[config.mk]
export PLATFORM = sky130hd
export DESIGN_NAME = tdm_demux4
export DESIGN_NICKNAME = d
export VERILOG_FILES = /design/src/rtl/tdm_pkg.sv /design/src/rtl/tdm_demux4.sv
export SDC_FILE = /design/constraint.sdc
export NUM_CORES = 1
export LEC_CHECK = 0
export ABC_AREA = 1
export BUFFER_PORTS_ARGS = -buffer_cell sky130_fd_sc_hd__buf_2
export CORE_MARGIN = 10
export CORE_UTILIZATION = 52
export DETAILED_ROUTE_END_ITERATION = 10
export GPL_TIMING_DRIVEN = 1
export HOLD_SLACK_MARGIN = 0.12
export PLACE_DENSITY = 0.76
export SLEW_MARGIN = 0
export SYNTH_ARGS = -nofsm -noshare
export SYNTH_HDL_FRONTEND = slang
export SYNTH_SLANG_ARGS = --single-unit
[constraint.sdc]
create_clock -name CLK -period 3.9 [get_ports CLK]
set_input_delay 1.17 -clock CLK [delete_from_list [all_inputs] [get_ports CLK]]
set_output_delay 1.17 -clock CLK [all_outputs]
set_load 0.02 [all_outputs]
[src/rtl/tdm_pkg.sv]
// Shared definitions for the 4-channel TDM demultiplexer.
//   NCH     : number of time-division channels per frame
//   SLOT_W  : width of the slot index
//   tdm_state_t : HUNT (searching for SYNC) / LOCK (frame-aligned)
package tdm_pkg;

    localparam int unsigned NCH    = 4;
    localparam int unsigned SLOT_W = 2;

    typedef enum logic {
        HUNT = 1'b0,
        LOCK = 1'b1
    } tdm_state_t;

endpackage

[src/rtl/tdm_demux4.sv]
// 4-channel time-division demultiplexer. Rebuilds four parallel channels from a
// rotating-slot serial stream aligned by SYNC (marks slot 0).
// Ports:
//   CLK, RST           clock, synchronous active-high reset
//   DIN, DIN_VALID     serial sample and its qualifier
//   SYNC               slot-0 marker, only meaningful with DIN_VALID
//   OUT0..OUT3         last complete frame (registered, held between frames)
//   OUT_VALID          1-cycle pulse when OUT0..3 update
//   SLOT               slot index expected for the next valid sample
//   LOCKED             high while frame-aligned
//   ERR                1-cycle pulse on SYNC seen at a non-zero slot
module tdm_demux4
    import tdm_pkg::*;
#(
    parameter int unsigned WIDTH      = 1,
    parameter int unsigned MISS_LIMIT = 2
) (
    input  logic              CLK,
    input  logic              RST,
    input  logic [WIDTH-1:0]  DIN,
    input  logic              DIN_VALID,
    input  logic              SYNC,
    output logic [WIDTH-1:0]  OUT0,
    output logic [WIDTH-1:0]  OUT1,
    output logic [WIDTH-1:0]  OUT2,
    output logic [WIDTH-1:0]  OUT3,
    output logic              OUT_VALID,
    output logic [SLOT_W-1:0] SLOT,
    output logic              LOCKED,
    output logic              ERR
);

    localparam logic [2:0]        MissLimit = 3'(MISS_LIMIT);
    localparam logic [SLOT_W-1:0] LastSlot  = SLOT_W'(NCH - 1);

    tdm_state_t        state_q, state_d;
    logic [SLOT_W-1:0] slot_q, slot_d;
    logic [2:0]        miss_q, miss_d;
    logic [2:0]        miss_inc;
    // The last slot goes straight from DIN to OUT3, so only slots 0..2 need shadowing.
    logic [WIDTH-1:0]  shadow_q [NCH-1];
    logic [WIDTH-1:0]  shadow_d [NCH-1];
    logic [WIDTH-1:0]  out_q    [NCH];
    logic [WIDTH-1:0]  out_d    [NCH];
    logic              out_valid_q, out_valid_d;
    logic              err_q, err_d;

    assign miss_inc = miss_q + 3'd1;

    always_comb begin
        state_d     = state_q;
        slot_d      = slot_q;
        miss_d      = miss_q;
        shadow_d    = shadow_q;
        out_d       = out_q;
        out_valid_d = 1'b0;
        err_d       = 1'b0;

        if (DIN_VALID) begin
            unique case (state_q)
                HUNT: begin
                    if (SYNC) begin
                        shadow_d[0] = DIN;
                        slot_d      = SLOT_W'(1);
                        miss_d      = 3'd0;
                        state_d     = LOCK;
                    end
                end
                LOCK: begin
                    if (SYNC && (slot_q != '0)) begin
                        // Misaligned SYNC: drop the partial frame and restart at slot 0.
                        err_d       = 1'b1;
                        shadow_d[0] = DIN;
                        slot_d      = SLOT_W'(1);
                        miss_d      = 3'd0;
                    end else begin
                        slot_d = slot_q + SLOT_W'(1);
                        if (slot_q != LastSlot) begin
                            shadow_d[slot_q] = DIN;
                        end else begin
                            out_d[0]    = shadow_q[0];
                            out_d[1]    = shadow_q[1];
                            out_d[2]    = shadow_q[2];
                            out_d[3]    = DIN;
                            out_valid_d = 1'b1;
                        end
                        if (slot_q == '0) begin
                            if (SYNC) begin
                                miss_d = 3'd0;
                            end else if (miss_inc >= MissLimit) begin
                                // Sample is accepted but lock is abandoned.
                                miss_d  = 3'd0;
                                slot_d  = '0;
                                state_d = HUNT;
                            end else begin
                                miss_d = miss_inc;
                            end
                        end
                    end
                end
                default: state_d = HUNT;
            endcase
        end
    end

    always_ff @(posedge CLK) begin
        if (RST) begin
            state_q     <= HUNT;
            slot_q      <= '0;
            miss_q      <= 3'd0;
            shadow_q    <= '{default: '0};
            out_q       <= '{default: '0};
            out_valid_q <= 1'b0;
            err_q       <= 1'b0;
        end else begin
            state_q     <= state_d;
            slot_q      <= slot_d;
            miss_q      <= miss_d;
            shadow_q    <= shadow_d;
            out_q       <= out_d;
            out_valid_q <= out_valid_d;
            err_q       <= err_d;
        end
    end

    assign OUT0      = out_q[0];
    assign OUT1      = out_q[1];
    assign OUT2      = out_q[2];
    assign OUT3      = out_q[3];
    assign OUT_VALID = out_valid_q;
    assign SLOT      = slot_q;
    assign LOCKED    = (state_q == LOCK);
    assign ERR       = err_q;

endmodule

==> run_results.csv <==
group,metric,value,unit
min_path,worstHoldPathType,"reg -> reg",
sta,clock.fmax,481,MHz
worst_setup_path,worst-path-buf-inv,1,
detailed_routing,vias,651,
placement,dp_slack,1.85,ns
logic_synthesis,ys_warn_count,0,
sta,worst_slack,1.82,ns
placement,gp_congestion,0.762,
logic_synthesis,ys_types,16,
logic_synthesis,ys_ff_latch,15,
placement,dp_hpwl,1130,µm
worst_setup_path,cp_max_fo,5,
clocking,clockBufferDepth,2,
worst_setup_path,cp.arrival,0.91,ns
clocking,path_clk_slew,0.09,ns
die,core,1320,µm²
worst_setup_path,critPathMaxStageDelay,0.42,ns
sta,tightest_slew,0.263,ns
placement,placed_area,811,µm²
global_route,first_global_vias,623,
logic_synthesis,syn_nets,109,
clocking,insertion_delay,0.29,ns
die,dieArea,3300,µm²
power,p_per_area,358,nW/µm²
sta,max_slew_margin,0.824,
finish,layout_common_cells,"nand2_1 (20), dfxtp_1 (15), inv_1 (13), buf_2 (13), nor2_1 (12)",
detailed_routing,wl,1470,µm
clocking,cts_setup_buffers,0,
sta,setup_tns,0,ns
detailed_routing,routed.top_layer,"met4",
logic_synthesis,avgSynthCellArea,7.46,µm²
worst_setup_path,crit_slowest_cell,"dfxtp_1",
outcome,status,"completed",
detailed_routing,wl_met1,707,µm
detailed_routing,drc,0,
detailed_routing,drtIter0Drc,12,
detailed_routing,firstDrtPassIters,4,
detailed_routing,wl_met3,122,µm
worst_setup_path,path_delay_family,"flip-flops",
finish,diodes,0,
logic_synthesis,seq_area_frac_synth,0.411,
worst_setup_path,worstSetupEndpointType,"output pin",
logic_synthesis,netlist_area,731,µm²
die,die_h,57.5,µm
die,design.portCount,14,
clocking,cts_hold_buffers,0,
sta,skew,0.00358,ns
power,peakVddDrop,0.000205,V
clocking,cts_tree,"yes",
sta,hold_violations,0,
worst_setup_path,start_kind,"flop",
die,rows,13,
detailed_routing,postRouteAntennaNets,0,
die,start_util,0.555,
global_route,grt_pass1_wl,2530,µm
global_route,antenna_found_initial,0,
finish,fin_nets,126,
global_route,grt_usage,0.0961,
placement,port_buffers,13,
power,total_power,300,µW
worst_setup_path,required,2.73,ns
global_route,grt_start_max_net_pins,10,
detailed_routing,avgViaCountPerCell,5.05,
sta,rsz0062_at_grt,"false",
logic_synthesis,synth_cells,98,
sta,finalCritPeriodShare,0.533,
job,cap_viol_max_count,0,
power,power_leakage,0.000399,µW
finish,final_common_cell,"nand2_1",
finish,final_layout_size_suffix_gt1_frac,0.202,
sta,period_needed,2.08,ns
finish,syn_to_final_growth,14.6,%
clocking,clock-sinks,15,
worst_setup_path,crit_path_cell_trace,"buf_2",
clocking,ctsResizeCount,0,
sta,slew_violations,0,
worst_setup_path,path_class,"reg -> out",
detailed_routing,wl_per_cell,11.4,µm
clocking,cts_buffers,3,
sta,finalSetupViolations,0,
die,die_w,57.5,µm
global_route,grt.overflow.total,0,
detailed_routing,wl_met2,599,µm
finish,fin_area,837,µm²
clocking,cts_root_buffer,"clkbuf_4",
clocking,htreeDepth,1,
-- synth_stat cells, drive strengths merged --
| cell | count | area (µm²) |
|---|---|---|
| o21bai | 1 | 11.3 |
| nor3 | 3 | 15.0 |
| dfxtp | 15 | 300 |
| nand2 | 23 | 93.8 |
| nand3 | 7 | 35.0 |
| ha | 6 | 75.1 |
| o21ai | 5 | 25.0 |
| a21oi | 9 | 56.3 |
| clkbuf | 1 | 3.75 |
| xnor2 | 1 | 8.76 |
| inv | 13 | 48.8 |
| nor2 | 14 | 57.6 |
-- registers in the layout, indices dropped and copies added, names as in the netlist --
| name | cells |
|---|---|
| shadow_q | 3 |
| LOCKED | 1 |
| SLOT | 2 |
| OUT0 | 1 |
| OUT1 | 1 |
| OUT3 | 1 |
| miss_q | 3 |
| OUT2 | 1 |
| ERR | 1 |
| OUT_VALID | 1 |
-- where the power goes --
group / internal (µW) / total, µW / switching [µW] / leakage [µW]
combinational: 15.2 / 45.6 / 30.4 / 0.000262
clock: 39.8 / 90.9 / 51.1 / 0.0000150
sequential: 158 / 163 / 5.05 / 0.000122
-- cells by family (layout without fill, tap and decap cells) --
logic type	count (synthesis)	in the layout	synth area share
AND/OR/NAND/NOR	47	47	0.276
AO/OA/AOI/OAI	15	15	0.127
adder cells (fa/ha/maj)	6	6	0.103
buffers and inverters	14	30	0.0719
XOR/XNOR	1	1	0.0120
flip-flops	15	15	0.411
-- metrics by stage --
stage,util,hold WS [ns],instances
2_1_floorplan,-,0.437,98
3_3_place_gp,0.615,0.445,125
3_5_place_dp,0.615,0.449,125
4_1_cts,0.635,0.462,129
5_1_grt,0.635,0.485,129
6_report,0.635,0.460,129
-- final cells by class --
cell class	instances	area (µm²)
fillers	122	480
multi-input cells	69	378
flip-flops and latches	15	300
repair buffers	13	65.1
inverters	13	48.8
clock buffers	4	26.3
well taps	15	18.8
-- worst paths after layout --
check             startpoint          end  slack, ns  depth (start not counted)
setup reg to reg     SLOT[0]  shadow_q[2]       2.36                         10
hold / removal          OUT3         OUT3       0.46                          2
setup / recovery     SLOT[0]      SLOT[0]       1.82                          1
hold reg to reg         OUT3         OUT3       0.46                          2
-- per-layer routing --
metal / vias up / GRT usage
met4: 0 / 0.0839
met2: 23 / 0.133
met3: 4 / 0.0442
li1: 343 / -
met5: - / 0
met1: 281 / 0.107
(Power assumes the default switching activity.)
